==> config.mk <==
export PLATFORM = sky130hd
export DESIGN_NAME = cache_mem_arbiter
export DESIGN_NICKNAME = d
export VERILOG_FILES = /design/src/rtl/cache_mem_arbiter_pkg.sv /design/src/rtl/cache_mem_arbiter_grant_sel.sv /design/src/rtl/cache_mem_arbiter.sv
export SDC_FILE = /design/constraint.sdc
export NUM_CORES = 1
export LEC_CHECK = 0
export ABC_CLOCK_PERIOD_IN_PS = 3800
export CAP_MARGIN = 10
export CORE_AREA = 2 2 270 272
export CTS_CLUSTER_DIAMETER = 50
export DETAILED_ROUTE_END_ITERATION = 8
export DIE_AREA = 0 0 272 274
export GPL_TIMING_DRIVEN = 0
export HOLD_SLACK_MARGIN = 0.02
export PLACE_DENSITY = 0.3
export SYNTH_ARGS = -nofsm -noshare
export SYNTH_HDL_FRONTEND = slang
export SYNTH_SLANG_ARGS = --single-unit
==> constraint.sdc <==
create_clock -name clk -period 3.8 [get_ports clk]
set_clock_uncertainty 0.15 [all_clocks]
set_input_delay 0.95 -clock clk [delete_from_list [all_inputs] [get_ports clk]]
set_output_delay 0.95 -clock clk [all_outputs]
set_load 0.01 [all_outputs]
==> src/rtl/cache_mem_arbiter_pkg.sv <==
// Shared LC-3b type package.
//   lc3b_word   : 16-bit machine word, also used as the byte address type
//   lc3b_block  : one cache line
//   arb_state_t : states of the cache/memory arbiter
package lc3b_types;

  typedef logic [15:0]  lc3b_word;
  typedef logic [127:0] lc3b_block;

  typedef enum logic [1:0] {
    ARB_IDLE,
    ARB_SERVE_I,
    ARB_SERVE_D
  } arb_state_t;

endpackage

==> src/rtl/cache_mem_arbiter_grant_sel.sv <==
// arb_grant_sel: grant policy for the cache/memory arbiter.
// Purely combinational; chooses which cache to serve from IDLE.
//   i_req      in  icache requesting
//   d_req      in  dcache requesting (read or write)
//   last_grant in  cache granted last (0 = dcache, 1 = icache)
//   next_state out ARB_IDLE, ARB_SERVE_I or ARB_SERVE_D
// RR_EN = 0 : fixed priority, dcache over icache (last_grant ignored).
// RR_EN = 1 : on a tie the cache not granted last wins.
module arb_grant_sel
  import lc3b_types::*;
#(
  parameter bit RR_EN = 1'b0
) (
  input  logic       i_req,
  input  logic       d_req,
  input  logic       last_grant,
  output arb_state_t next_state
);

  always_comb begin
    next_state = ARB_IDLE;
    if (i_req && d_req) begin
      next_state = (RR_EN && (last_grant == 1'b0)) ? ARB_SERVE_I : ARB_SERVE_D;
    end else if (d_req) begin
      next_state = ARB_SERVE_D;
    end else if (i_req) begin
      next_state = ARB_SERVE_I;
    end
  end

endmodule

==> src/rtl/cache_mem_arbiter.sv <==
// cache_mem_arbiter: shares the single physical-memory port between the
// icache and dcache miss controllers. One requester is granted at a time and
// the grant is held until pmem_resp; the arbiter then returns to IDLE.
// Ports:
//   clk, rst_n                      clock, asynchronous active-low reset
//   i_read, i_address               icache line-fill request
//   i_rdata, i_resp                 icache line data / completion pulse
//   d_read, d_write, d_address,
//   d_wdata                         dcache fill / writeback request
//   d_rdata, d_resp                 dcache line data / completion pulse
//   pmem_read, pmem_write,
//   pmem_address, pmem_wdata        physical memory request
//   pmem_rdata, pmem_resp           physical memory data / completion
// Build option: define ARB_RR_EN for round-robin arbitration on ties;
// default is fixed priority with the dcache winning.
module cache_mem_arbiter
  import lc3b_types::*;
#(
  parameter int unsigned ADDR_W = 16,
  parameter int unsigned LINE_W = 128
) (
  input  logic              clk,
  input  logic              rst_n,
  input  logic              i_read,
  input  logic [ADDR_W-1:0] i_address,
  output logic [LINE_W-1:0] i_rdata,
  output logic              i_resp,
  input  logic              d_read,
  input  logic              d_write,
  input  logic [ADDR_W-1:0] d_address,
  input  logic [LINE_W-1:0] d_wdata,
  output logic [LINE_W-1:0] d_rdata,
  output logic              d_resp,
  output logic              pmem_read,
  output logic              pmem_write,
  output logic [ADDR_W-1:0] pmem_address,
  output logic [LINE_W-1:0] pmem_wdata,
  input  logic [LINE_W-1:0] pmem_rdata,
  input  logic              pmem_resp
);

  arb_state_t state_q;
  arb_state_t state_n;
  arb_state_t grant;
  logic       last_grant;

`ifdef ARB_RR_EN
  localparam bit RR_EN = 1'b1;

  always_ff @(posedge clk or negedge rst_n) begin
    if (!rst_n) begin
      last_grant <= 1'b0;
    end else if ((state_q == ARB_IDLE) && (grant != ARB_IDLE)) begin
      last_grant <= (grant == ARB_SERVE_I);
    end
  end
`else
  localparam bit RR_EN = 1'b0;

  assign last_grant = 1'b0;
`endif

  arb_grant_sel #(
    .RR_EN (RR_EN)
  ) u_grant_sel (
    .i_req      (i_read),
    .d_req      (d_read | d_write),
    .last_grant (last_grant),
    .next_state (grant)
  );

  // Read data fans out to both caches; each qualifies it with its own resp.
  assign i_rdata = pmem_rdata;
  assign d_rdata = pmem_rdata;

  always_ff @(posedge clk or negedge rst_n) begin
    if (!rst_n) begin
      state_q <= ARB_IDLE;
    end else begin
      state_q <= state_n;
    end
  end

  always_comb begin
    state_n      = state_q;
    pmem_read    = 1'b0;
    pmem_write   = 1'b0;
    pmem_address = '0;
    pmem_wdata   = '0;
    i_resp       = 1'b0;
    d_resp       = 1'b0;
    case (state_q)
      ARB_IDLE: begin
        // A response arriving here is stray and dropped.
        state_n = grant;
      end
      ARB_SERVE_I: begin
        pmem_read    = 1'b1;
        pmem_address = i_address;
        i_resp       = pmem_resp;
        if (pmem_resp) state_n = ARB_IDLE;
      end
      ARB_SERVE_D: begin
        // Read+write together is illegal; the writeback takes precedence.
        pmem_read    = d_read & ~d_write;
        pmem_write   = d_write;
        pmem_address = d_address;
        pmem_wdata   = d_wdata;
        d_resp       = pmem_resp;
        if (pmem_resp) state_n = ARB_IDLE;
      end
      default: begin
        state_n = ARB_IDLE;
      end
    endcase
  end

endmodule

Word level (Yosys, flattened, before mapping)
Cells that the tools add are included.

cells by class
  equal/unequal tests = 3
  multiplexer cells = 11
  bitwise logic cells = 3
  reductions and logical operators = 3

operators by type and width
  operator            count
  $mux 128            1
  $pmux 16 s2         1
  $mux 2              3
  $mux 1              4
  $pmux 2 s2          1
  $eq 2x1->1 const B  1
  $eq 2x2->1 const B  1
  $logic_not 2->1     1
  $ne 2x1->1 const B  1
  $pmux 1 s2          1
  $reduce_or 2->1     1
  $and 1x1->1         1
  $logic_and 1x1->1   1
  $not 1->1           1
  $or 1x1->1          1

storage, ports and cells
  register bits = 2
  input port bits = 294
  output and inout bits = 404

Longest topological paths before layout
Gate-level depths: netlist (run 1).

  depth after elaboration = 4
  depth in mapped cells = 6
  depth with buffers taken out = 4

Modules after synthesis
A second synthesis (run 1) with hierarchy kept.

second synthesis, totals
  cells, all modules = 458
  area, all modules = 3246.9 sq um

modules (own cells, without submodules)
  module             times used  cells each  area an instance (sq um)  seq. area each (sq um)
  cache_mem_arbiter  1           456         3236.9                    50.0
  arb_grant_sel      1           2           10.0                      0.0

Worst setup path before layout (run 1)
OpenSTA, ideal clock, no wires.

  path type = input to output
  start = input port d_write
  end = output port pmem_read
  arrival time = 1.290 ns
  setup slack = 1.410 ns
  stages on the path = 2
  cells stage by stage = and3b_1 -> o21a_1

between the ends
  word-level cells in the longest chain between the ends = 3

ends and longest elaborated chain
  what             line                      text
  start, declared  cache_mem_arbiter.sv:29   input logic d_write,
  $not 1->1        cache_mem_arbiter.sv:105  pmem_read = d_read & ~d_write;
  $and 1x1->1      cache_mem_arbiter.sv:105
  $pmux 1 s2       cache_mem_arbiter.sv:92   case (state_q)
  end, declared    cache_mem_arbiter.sv:34   output logic pmem_read,

No other way between the ends.

Worst setup path in the final report (run 1)
  start = register state_q[0]
  end = output port pmem_wdata[67]

between the ends
  word-level cells in the longest chain between the ends = 2

ends and longest elaborated chain
  what                    line                     text
  start, declared         cache_mem_arbiter.sv:42  arb_state_t state_q;
  start signal, assigned  cache_mem_arbiter.sv:80  state_q <= state_n;
  $eq 2x2->1              cache_mem_arbiter.sv:92
  $mux 128                cache_mem_arbiter.sv:92
  end, declared           cache_mem_arbiter.sv:37  output logic [LINE_W-1:0] pmem_wdata,

No other way between the ends.

==> impl_metrics.toml, run 1 <==
[run_status]
outcome = "finished clean"

[place]
placed_area_um2 = 10100
gp_congestion = 0.729
dp_hpwl_um = 25500
port_buffers = 569
pre_cts_slack_ns = 0.166

[finish]
postLayoutCellArea_um2 = 10200
largestRegisters = "state_q x2"
n_antenna_cell = 0
final_common_cell = "clkdlybuf4s50_1"
final_nets = 1325
largest_register_ffs = 2
drive_above_1_share_pct = 27.1
regMostFlops = "state_q"
area_growth_pct = 215
final_cell_mix = "clkdlybuf4s50_1 (569), buf_4 (258), and2_1 (131)"

[timing]
rsz0062_at_grt = "false"
postLayoutSetupSlackWorst_ns = 0.213
tightest_slew_ns = 0.504
maxSlewViolCount = 0
fin_crit_ns = 3.59
fin_tns_setup_ns = 0
fin_crit_sh_pct = 94.4
relSlewSlack_pct = 66.4
timing.final.hold_violations = 0
finalSetupViolations = 0
timing.fmax_ghz = 0.279

[synth]
synth_area_per_cell_um2 = 7.16
synth_top_family_by_area = "buffers and inverters"
synthMuxAreaShare_pct = 0.309
synth_cells = 453
synth_warnings = 0
syn_area_um2 = 3240
yosys-top-cells-area = "buf_4 (60%), and2_1 (25%), a22oi_1 (3.7%)"
syn_nets = 751
synthXorXnorAreaFrac_pct = 0
synth-compound-area-share_pct = 4.59
ys_seq_area_share_pct = 1.54
synth-simple-area-share_pct = 29.4
ys_ff_latch = 2
yosys.area.top_type = "buf_4"
synth-adder-area-share_pct = 1.54
yosysTopAreaCellShare_pct = 60.0
synth_cell_types = 19

[clock_tree]
cts_buffers = 3
cts_sinks = 2
cts_setup_buffers = 0
clk_pin_slew_ns = 0.03
cts-root-buf = "clkbuf_16"
htree_num_levels = 1
cts_tree = "done"
clk_latency_ns = 0.22
clockBufferDepth = 2

[detailed_routing]
firstDrtPassIters = 4
via_per_inst = 2.33
drt.antenna.violating_nets = 0
drc = 0
initialDrtViolationCount = 78
wl_per_cell_um = 13.7
wirelength_um = 27200
vias = 4626

[hold_path]
min_to = "state_q[0]"
hp-class = "flop to flop"
hold_path.startpoint = "state_q[0]"
min_path_cells = 2

[floorplanning]
die_area_um2 = 74500
chipHeight_um = 274
io_pins = 698
rows = 99
core_area_um2 = 72000
start_util_pct = 4.51
die_w_um = 272

[critical_path]
worst-setup-path-type = "flop to primary output"
slowest_delay_ns = 0.59
crit_slowest_cell = "clkdlybuf4s50_1"
startpoint_type = "flop"
r2r_slack_ns = 2.03
reg2reg_depth = 5
end_kind = "primary output"
path_max_fanout = 10
r2r-start = "state_q[0]"
r2r_end = "state_q[0]"
critical_path_arrival_ns = 2.49
path_cells = "inv_1 -> ha_2 -> buf_6 -> clkbuf_2 -> and2_1 -> clkdlybuf4s50_1"
cp_data_required_time_ns = 2.70
cp-startpoint = "state_q[0]"

[global_route]
grt_max_degree = 11
antenna_found_initial = 6
grt_pass1_vias = 4678
grt_overflow_total = 0
grt_pass1_wl_um = 35300
grt_usage_pct = 6.53

[power_and_ir_drop]
leakagePower_nw = 4.02
pwr_density_cell_nw_per_um2 = 294
ir_worst_vdd_mv = 0.165
p_total_w = 0.00300

[flow_run]
cap_violations = 0
cells by family (layout without fill, tap and decap cells):
kind of cell	count (synthesis)	after routing
compound gates	19	19
fa+ha+maj	4	4
buf+inv	276	848
flops	2	2
mux	1	1
simple gates	151	151
what timing repair did:
action	4_1_cts	5_1_grt
resized for setup	1	1
cloned	0	0
hold buffers	0	0
setup endpoints to repair	6	4
metal layers:
metal	global-route usage [%]	wire length [um]	up-vias	part of all wire, %
li1	-	-	2272	-
met1	7.91	10700	2050	39
met2	12.1	14200	298	52
met3	1.51	2140	6	7.9
met4	0.578	180	0	0.66
met5	0	0	-	0
worst max path at each step:
stage / depth (start not counted) / slack [ns] / to
floorplan: 2 / 1.41 / pmem_read
global placement: 6 / 0.17 / pmem_wdata[68]
detailed placement: 6 / 0.17 / pmem_wdata[68]
CTS: 6 / 0.02 / pmem_wdata[68]
global route: 6 / 0.09 / pmem_wdata[75]
finish: 6 / 0.21 / pmem_wdata[67]
report_power, final:
group | internal (W) | switching (W)
clock | 0.000134 | 0.0000233
combinational | 0.00160 | 0.00121
sequential | 0.0000285 | 0.00000625
synth_stat cells:
cell / number
nor2b_4: 1
buf_4: 259
buf_2: 6
o21a_1: 1
clkbuf_2: 6
ha_1: 4
o41ai_2: 1
and3b_1: 1
o21ai_0: 1
buf_6: 1
dfrtp_1: 2
a22oi_1: 16
nor2b_1: 16
and2_1: 131
nand2_1: 1
nand3b_1: 1
clkbuf_1: 2
inv_1: 2
mux2i_1: 1
area by class of cell:
type,instances,area [um2]
Inverter,2,7.51
Fill cell,8190,61700
Multi-Input combinational cell,175,1160
Timing Repair Buffer,569,5700
Tap cell,959,1200
Sequential cell,2,50.0
Buffer,274,2030
Clock buffer,3,75.1
critical path, delay by kind of cell (launching register included):
family        cells  cell delay (ns)
buf+inv           4             1.26
flops             1             0.39
fa+ha+maj         1             0.31
simple gates      1             0.28
per-stage QoR:
step	std cells	util [%]	hold WS, ns
after floorplan	453	-	0.365
after global placement	1981	14.1	0.423
after detailed placement	1981	14.1	0.421
after CTS	1984	14.2	0.427
after global routing	1984	14.2	0.453
final	1984	14.2	0.422
No activity file was read; power rests on OpenSTA's default activity.
==> inputs of run 2 (changes only) <==
--- a/config.mk
+++ b/config.mk
@@ -12,7 +12,6 @@
 export DETAILED_ROUTE_END_ITERATION = 8
 export DIE_AREA = 0 0 272 274
 export GPL_TIMING_DRIVEN = 0
-export HOLD_SLACK_MARGIN = 0.02
 export PLACE_DENSITY = 0.3
 export SYNTH_ARGS = -nofsm -noshare
 export SYNTH_HDL_FRONTEND = slang
==> results of run 2 <==
Same layout as run 1: the final DEF is identical, and so are final timing and power.
